`src/rtl/uart_rx.sv`:
```
// 8N1 UART receiver: 2-FF synchroniser, start-edge detection, mid-bit sampling, framing check.
// Optional `UART_RX_MAJORITY_EN: each bit sample is a 2-of-3 vote over the last three rx_s values.
module uart_rx #(
    parameter int CLK_FREQ  = 1000000,
    parameter int BAUD_RATE = 9600
) (
    input  logic       clk,
    input  logic       rst,
    input  logic       rx,
    output logic [7:0] rx_data,
    output logic       rx_valid,
    output logic       rx_busy,
    output logic       frame_err
);

    localparam int          BAUD_DIV  = CLK_FREQ / BAUD_RATE;
    localparam logic [15:0] HALF_LAST = 16'(BAUD_DIV / 2 - 1);
    localparam logic [15:0] FULL_LAST = 16'(BAUD_DIV - 1);

    typedef enum logic [1:0] {
        IDLE  = 2'd0,
        START = 2'd1,
        DATA  = 2'd2,
        STOP  = 2'd3
    } state_t;

    state_t      state_reg, state_next;
    logic [15:0] clk_cnt_reg, clk_cnt_next;
    logic [2:0]  bit_cnt_reg, bit_cnt_next;
    logic [7:0]  shift_reg, shift_next;
    logic [7:0]  rx_data_reg, rx_data_next;
    logic        rx_valid_reg, rx_valid_next;
    logic        frame_err_reg, frame_err_next;
    logic        busy_reg;
    logic [1:0]  sync_reg;
    logic        rx_s_d_reg;
    logic        rx_s;
    logic        sample;

    assign rx_s = sync_reg[1];

    always_ff @(posedge clk) begin
        if (rst) begin
            sync_reg   <= 2'b11;
            rx_s_d_reg <= 1'b1;
        end else begin
            sync_reg   <= {sync_reg[0], rx};
            rx_s_d_reg <= rx_s;
        end
    end

`ifdef UART_RX_MAJORITY_EN
    // hist_reg[0] tracks rx_s in the same cycle, so the vote spans the sample cycle and the two before it
    logic [2:0] hist_reg;

    always_ff @(posedge clk) begin
        if (rst) begin
            hist_reg <= 3'b111;
        end else begin
            hist_reg <= {hist_reg[1:0], sync_reg[0]};
        end
    end

    assign sample = (hist_reg[0] & hist_reg[1]) | (hist_reg[0] & hist_reg[2]) |
                    (hist_reg[1] & hist_reg[2]);
`else
    assign sample = rx_s;
`endif

    always_ff @(posedge clk) begin
        if (rst) begin
            state_reg     <= IDLE;
            clk_cnt_reg   <= '0;
            bit_cnt_reg   <= '0;
            shift_reg     <= '0;
            rx_data_reg   <= '0;
            rx_valid_reg  <= 1'b0;
            frame_err_reg <= 1'b0;
            busy_reg      <= 1'b0;
        end else begin
            state_reg     <= state_next;
            clk_cnt_reg   <= clk_cnt_next;
            bit_cnt_reg   <= bit_cnt_next;
            shift_reg     <= shift_next;
            rx_data_reg   <= rx_data_next;
            rx_valid_reg  <= rx_valid_next;
            frame_err_reg <= frame_err_next;
            busy_reg      <= (state_next != IDLE);
        end
    end

    always_comb begin
        state_next     = state_reg;
        clk_cnt_next   = clk_cnt_reg;
        bit_cnt_next   = bit_cnt_reg;
        shift_next     = shift_reg;
        rx_data_next   = rx_data_reg;
        rx_valid_next  = 1'b0;
        frame_err_next = 1'b0;
        case (state_reg)
            IDLE: begin
                clk_cnt_next = '0;
                // edge-triggered so a line stuck low cannot retrigger frames
                if (rx_s_d_reg && !rx_s) begin
                    state_next = START;
                end
            end
            START: begin
                if (clk_cnt_reg == HALF_LAST) begin
                    clk_cnt_next = '0;
                    bit_cnt_next = '0;
                    state_next   = sample ? IDLE : DATA;
                end else begin
                    clk_cnt_next = clk_cnt_reg + 16'd1;
                end
            end
            DATA: begin
                if (clk_cnt_reg == FULL_LAST) begin
                    clk_cnt_next = '0;
                    shift_next   = {sample, shift_reg[7:1]};
                    bit_cnt_next = bit_cnt_reg + 3'd1;
                    if (bit_cnt_reg == 3'd7) begin
                        state_next = STOP;
                    end
                end else begin
                    clk_cnt_next = clk_cnt_reg + 16'd1;
                end
            end
            STOP: begin
                // deciding mid-stop leaves half a bit to catch a back-to-back start edge
                if (clk_cnt_reg == FULL_LAST) begin
                    clk_cnt_next = '0;
                    state_next   = IDLE;
                    if (sample) begin
                        rx_data_next  = shift_reg;
                        rx_valid_next = 1'b1;
                    end else begin
                        frame_err_next = 1'b1;
                    end
                end else begin
                    clk_cnt_next = clk_cnt_reg + 16'd1;
                end
            end
            default: begin
                state_next = IDLE;
            end
        endcase
    end

    assign rx_data   = rx_data_reg;
    assign rx_valid  = rx_valid_reg;
    assign rx_busy   = busy_reg;
    assign frame_err = frame_err_reg;

endmodule

```
`config.mk`:
```
export PLATFORM = sky130hd
export DESIGN_NAME = uart_rx
export DESIGN_NICKNAME = d
export VERILOG_FILES = /design/src/rtl/uart_rx.sv
export SDC_FILE = /design/constraint.sdc
export NUM_CORES = 1
export LEC_CHECK = 0
export ABC_CLOCK_PERIOD_IN_PS = 2300
export BUFFER_PORTS_ARGS = -buffer_cell sky130_fd_sc_hd__buf_2
export CAP_MARGIN = 20
export CORE_AREA = 2 2 80 51
export CTS_BUF_LIST = sky130_fd_sc_hd__clkbuf_4 sky130_fd_sc_hd__clkbuf_8
export DETAILED_ROUTE_END_ITERATION = 7
export DIE_AREA = 0 0 82 53
export HOLD_SLACK_MARGIN = 0.08
export PLACE_DENSITY = 0.73
export SLEW_MARGIN = 10
export SYNTH_ARGS = -nofsm -noshare
export SYNTH_HDL_FRONTEND = slang
export SYNTH_SLANG_ARGS = --single-unit
export TNS_END_PERCENT = 30
```
`constraint.sdc`:
```
create_clock -name clk -period 2.3 [get_ports clk]
set_input_delay 0.23 -clock clk [delete_from_list [all_inputs] [get_ports clk]]
set_output_delay 0.23 -clock clk [all_outputs]
set_load 0.005 [all_outputs]
```
Yosys cells after proc, flatten, opt, wreduce, memory -nomap -nowiden. Index checks and enable logic that the tools add are counted.

Reduce and logical (&&, ||, !) cells: 10. Add/sub/neg operators: 2. Multiplexer cells: 15. Bitwise logic cells: 2. Equal/unequal tests: 8.

Operators by type and width (number): 16-bit case mux with 3 select lines (1); 16-bit 2-to-1 mux (2); 16-bit by 1-bit adder with 16-bit output, second input constant (1); 16-bit by 6-bit == test with 1-bit output, second input constant (1); 16-bit by 7-bit == test with 1-bit output, second input constant (1); 2-bit 2-to-1 mux (6); 2-bit case mux with 4 select lines (1); 3-bit 2-to-1 mux (2); 3-bit case mux with 2 select lines (1); 3-bit AND reduction (2); 2-bit == test, second input constant (2); 2-bit != test, second input constant (2); 2-bit nonzero test (2); 3-bit by 1-bit adder with 3-bit output, second input constant (1); 3-bit == test, second input constant (1); 3-bit OR reduction (1); 2-bit by 1-bit == test with 1-bit output, second input constant (1); 2-bit zero test (1); 1-bit 2-to-1 mux (2); 1-bit NOT (2); 2-bit AND reduction (1); 2-bit OR reduction (1); 1-bit logical AND (1); 1-bit zero test (1).

Input port bits: 3. Bits in registers: 43. Word-level logic and storage cells: 47.

Logic depth before layout (Yosys ltp). Gate-level depths: netlist (run 1).

Word-level depth: 5. Gate-level depth with buffers: 7. Depth with buffers taken out: 7.

Least setup slack after synthesis (run 1). No wires, ideal clock.

Kind: flip-flop to flip-flop. Start: register clk_cnt_reg[0]. End: register clk_cnt_reg[9]. Setup time: 0.115 ns. Buffers on the path: 1. Stages on the path, launching flop included: 8. Clock period less this slack: 2.217 ns. Slack: 0.083 ns. Arrival: 2.102 ns. Cells stage by stage: dfxtp_1 -> ha_1 -> or4b_2 -> or4_4 -> nand2_1 -> a211o_1 -> buf_4 -> nor2_1.

Word-level cells in the longest chain between the ends: 3. Elaborated cells between the ends (all ways): 6. Classes of those cells: 1 x add/sub; 2 x eq/ne; 3 x mux.

Ends and longest elaborated chain: start, declared (line 28) `logic [15:0] clk_cnt_reg, clk_cnt_next;`; start signal, assigned (line 82) `clk_cnt_reg <= clk_cnt_next;`; 16-bit by 1-bit adder with 16-bit output, or another cell as far along (line 114, 126, 141); 16-bit 2-to-1 mux (on tied branches) (line 118, 131, 109); 16-bit case mux with 3 select lines * (line 100) `case (state_reg)`.

Mark *: on every way between the ends. The rest lies on a longest branch, timed or not. A chain may end at the register's enable or synchronous reset.

Worst setup path in the final report (run 1).
Start: register clk_cnt_reg[1]. End: register clk_cnt_reg[6].

The elaborated chain is that of the path after synthesis.

==> results.toml, run 1 <==
[setup_path]
cp_top_family = "simple AND/OR/NAND/NOR gates"
cp-end-kind = "flop"
cp_cell_sequence = "ha_1 -> or4b_2 -> or4_4 -> nand2_1 -> a211o_1 -> buf_12 -> nor2_1"
crit_required_ns = 2.49
startpoint_type = "flop"
path_buf_inv = 1
crit_type = "reg -> reg"
worstPathArrival_ns = 2.40
max_stage_delay_ns = 0.60
critPathSlowestCell = "or4b_2"
cp_max_fo = 16

[route]
wl_met3_um = 133
dr.first_iter.drc_count = 58
highest_layer = "met4"
post_drt_wl_per_cell_um = 12.5
remaining_drc_errors = 0
viasPerCell = 5.16
num_vias = 1419
drtPass1Iterations = 4
drt-met1-wl_um = 1960
drt-total-wl_um = 3430
antenna_left = 0
dr_wl_met2_um = 1270

[synthesis]
syn_inst = 202
synthTopCellsByArea = "dfxtp_1 (44%), mux2i_1 (8.7%), nor2_1 (7.5%), xnor2_1 (4.9%), ha_1 (4.5%)"
synth_area_leader_cell = "dfxtp_1"
syn_area_um2 = 1950
synth.top_cell.area_share = 0.442
synth_seq_cells = 43
synth_warnings = 0
syn_area_per_cell_um2 = 9.64
synth_edf_count = 0
synth_commonest_cells = "dfxtp_1 (43), nor2_1 (39), mux2i_1 (17)"
synth-seq-area-share = 0.442
ys_types = 44
synthFlopType = "dfxtp_1"
syn_nets = 212
synth_most_common_cell = "dfxtp_1"
async_reset_ff_frac = 0

[place]
port_buffers = 13
gp_congestion = 0.805
dp.cells = 267
hpwl_um = 2500

[layout]
antenna_cells = 0
final_net_count = 237
largest_reg_flops = 16
area_delta_synth_final_pct = 15.9
fill_cells = 310
drive_gt1_frac = 0.215
layout.cells.non_filler = 275

[clock_network]
cts_sinks = 43
post-cts-setup-buffers = 0
ctsRootBufferMaster = "clkbuf_8"
cts_hold_repair.buffers = 0
clk_latency_ns = 0.30
cts_buffers = 5
ctsHtreeMaxLevel = 2
ctsResizeCount = 0
cts_tree = "yes"
path_clk_slew_ns = 0.08
clock_path_buffers = 2

[power]
irDropWorstVdd_uv = 374
p_leak_nw = 0.824
power.density_nw_per_um2 = 651

[timing]
tightest_slew_ns = 0.520
timing.slew.headroom = 0.645
fmaxAchievable_mhz = 453
rsz0062_at_grt = "false"
period_share = 0.959
final_hold_viol_count = 0
clock_skew_ns = 0.00908
finalSetupTns_ns = 0
setup_violations = 0
finalMaxSlewViolations = 0
fin_crit_ns = 2.21

[grt]
grt_overflow_total = 0
grt_first_pass_wirelength_um = 5840
grt_antenna_before_repair = 0
grt_usage = 0.184
grt_max_degree = 33
grt_pass1_vias = 1267

[floorplan]
die-area_um2 = 4350
initial_core_util = 0.545
core_um2 = 3570
boundaryPins = 14
die_w_um = 82
fp-row-count = 17
die_h_um = 53

[flow_run]
max_cap_viol_count = 0

[status]
run_status = "completed"

[worst_hold_path]
hold_path.class = "in -> reg"
## cells in the final DEF, fill, tap and decap left out, drive strengths merged, types with 2 or more instances in the layout
cell type,instances
or2,3
nand2,12
nor2,39
o41ai,3
nor4,3
xnor2,11
mux2i,17
or4,4
o21ai,2
nor2b,4
inv,11
ha,7
nand3b,3
nand4,4
a21oi,2
nor3,2
or3,2
dfxtp,43
and3,3
clkbuf,8
xor2,3
buf,24
nand3,4
## path summary, 6_finish.rpt
path	startpoint	to	slack [ns]	cells past startpoint
setup / recovery	clk_cnt_reg[1]	clk_cnt_reg[6]	0.09	7
hold reg to reg	sync_reg[0]	sync_reg[1]	0.42	1
setup reg to reg	clk_cnt_reg[1]	clk_cnt_reg[6]	0.09	7
hold / removal	rx	sync_reg[0]	0.11	2
## logic make-up after synthesis
logic type | share of synthesized area
simple gates | 0.241
flops | 0.442
compound gates | 0.0719
buf+inv | 0.0495
mux | 0.0873
xor+xnor | 0.0629
fa+ha+maj | 0.0450
## final cells by class
cell class	count	area, um2	share of cell area
repair buffers	24	185	0.0820
well taps	47	58.8	0.0261
flip-flops and latches	43	861	0.381
clock buffers	8	104	0.0460
inverters	11	43.8	0.0194
multi-input cells	142	1000	0.445
## power by group
group / internal [mW] / total, mW / switching, mW
Clock: 0.286 / 0.531 / 0.246
Sequential: 0.762 / 0.777 / 0.0146
Combinational: 0.0565 / 0.161 / 0.104
Total: 1.10 / 1.47 / 0.364
## per-layer routing
layer | up-vias | track usage
li1 | 747 | -
met1 | 644 | 0.263
met2 | 21 | 0.245
met3 | 7 | 0.0563
met4 | 0 | 0.0917
met5 | - | 0
## stage by stage
step                setup slack, ns  utilization  cell area (um2)  power (mW)  hold WS (ns)
floorplan                    0.0833            -             1950       0.904         0.334
global placement             0.0550        0.599             2140       0.948         0.394
detailed placement           0.0581        0.599             2140       0.947         0.396
CTS                          0.0203        0.628             2240        1.48         0.105
global route                0.00470        0.632             2260        1.54         0.118
finish                       0.0944        0.632             2260        1.47         0.110
Note: power is estimated with default switching activity, not from simulation.
==> run 2: changes to the inputs <==
Settings changed: RECOVER_POWER set to 25.
==> run 2 against run 1 <==
Net effect: first-iteration DRC count rose by 10%; utilization shrank 0.11 points; non-clock buffer count did not move; routed wire length rose by 0.23%; sequential share of layout area grew 0.063 points; combinational power about the same; setup slack worse by 0.0019 ns; sequential cell count stayed put; largest power group unchanged.
==> results.toml, run 2 (synthesis results as in run 1) <==
[floorplan]
die-area_um2 = 4350
fp-row-count = 17
initial_core_util = 0.545
die_h_um = 53
die_w_um = 82
boundaryPins = 14
core_um2 = 3570

[clock_network]
cts_sinks = 43
ctsRootBufferMaster = "clkbuf_8"
path_clk_slew_ns = 0.08
ctsHtreeMaxLevel = 2
cts_tree = "yes"
clk_latency_ns = 0.30
clock_path_buffers = 2
cts_buffers = 5
post-cts-setup-buffers = 0

[route]
viasPerCell = 5.13
antenna_left = 0
post_drt_wl_per_cell_um = 12.5
dr.first_iter.drc_count = 64
drt-total-wl_um = 3430
remaining_drc_errors = 0
drtPass1Iterations = 4
num_vias = 1412

[place]
gp_congestion = 0.805
dpl_cell_area_um2 = 2140
preCtsSetupSlack_ns = 0.0581
hpwl_um = 2500
port_buffers = 13

[timing]
fmaxAchievable_mhz = 453
setup_violations = 0
tightest_slew_ns = 0.520
finalMaxSlewViolations = 0
clock_skew_ns = 0.0110
final_hold_viol_count = 0
layout_setup_ws_ns = 0.0925
finalSetupTns_ns = 0
rsz0062_at_grt = "false"
timing.slew.headroom = 0.645
period_share = 0.960
fin_crit_ns = 2.21

[setup_path]
crit_type = "reg -> reg"
r2r_cells = 7
max_stage_delay_ns = 0.60
crit_required_ns = 2.49
cp_cell_sequence = "ha_1 -> or4b_2 -> or4_4 -> nand2_1 -> a211o_1 -> buf_12 -> nor2_1"
cp_top_family = "simple AND/OR/NAND/NOR gates"
startpoint_type = "flop"
cp_max_fo = 16
reg2reg_to = "clk_cnt_reg[6]"
ff2ff_setup_slack_ns = 0.09
worstPathArrival_ns = 2.40
rr_startpoint = "clk_cnt_reg[1]"
path_buf_inv = 1
cp-end-kind = "flop"
critPathSlowestCell = "or4b_2"

[worst_hold_path]
hold_path.class = "in -> reg"
hold_depth = 2
holdPathEnd = "sync_reg[0]"
worstHoldStart = "rx"

[grt]
grt_usage = 0.184
grt_antenna_before_repair = 0
grt_pass1_vias = 1267
grt_overflow_total = 0
grt_max_degree = 33
grt_first_pass_wirelength_um = 5840

[layout]
fin_area_um2 = 2250
area_delta_synth_final_pct = 15.7
drive_gt1_frac = 0.202
layout_common_cells = "dfxtp_1 (43), nor2_1 (39), mux2i_1 (16)"
largest_reg_flops = 16
final_common_cell = "dfxtp_1"
antenna_cells = 0
final_net_count = 237

[power]
power.density_nw_per_um2 = 652
irDropWorstVdd_uv = 373
p_leak_nw = 0.811

[flow_run]
max_cap_viol_count = 0

[status]
run_status = "completed"
## run 2: worst register-to-register path, stage by stage (launching register included)
cell and delay (ns):
dfxtp_1 0.34, ha_1 0.17, or4b_2 0.60, or4_4 0.47
nand2_1 0.14, a211o_1 0.18, buf_12 0.15, nor2_1 0.06
## run 2: area by class of cell
type | count | area [um2]
Fill cell | 312 | 1320
Sequential cell | 43 | 861
Multi-Input combinational cell | 142 | 1000
Tap cell | 47 | 58.8
Clock buffer | 8 | 104
Timing Repair Buffer | 24 | 181
Inverter | 11 | 43.8
## run 2: timing repair
action | CTS | global route
hold buffers | 0 | 0
resized for setup | 0 | 3
endpoints found under the setup margin | 0 | 8
## run 2: stage by stage
| step | utilization | total power, mW | hold WS (ns) | instances |
|---|---|---|---|---|
| final | 0.631 | 1.47 | 0.109 | 275 |
| after global routing | 0.631 | 1.54 | 0.118 | 275 |
| after CTS | 0.628 | 1.48 | 0.105 | 275 |
| after detailed placement | 0.599 | 0.947 | 0.396 | 267 |
| after global placement | 0.599 | 0.948 | 0.394 | 267 |
| after floorplan | - | 0.904 | 0.334 | 202 |
## run 2: routing by layer
metal	part of all wire	up-vias	global-route usage
met4	0.016	0	0.0917
li1	-	746	-
met1	0.58	641	0.263
met3	0.035	7	0.0563
met5	0	-	0
met2	0.37	18	0.245
## run 2: worst max-delay path by stage
stage / startpoint / to / slack [ns] / cells after the start
CTS: clk_cnt_reg[10] / shift_reg[5] / 0.02 / 6
finish: clk_cnt_reg[1] / clk_cnt_reg[6] / 0.09 / 7
floorplan: clk_cnt_reg[0] / clk_cnt_reg[9] / 0.08 / 7
global route: clk_cnt_reg[1] / rx_busy / 0.005 / 6
detailed placement: clk_cnt_reg[10] / shift_reg[3] / 0.06 / 6
global placement: clk_cnt_reg[11] / shift_reg[3] / 0.05 / 6
## run 2: report_power, final
| group | internal, mW | total (mW) | switching, mW |
|---|---|---|---|
| logic | 0.0547 | 0.159 | 0.105 |
| registers | 0.763 | 0.777 | 0.0148 |
| clock network | 0.286 | 0.533 | 0.247 |
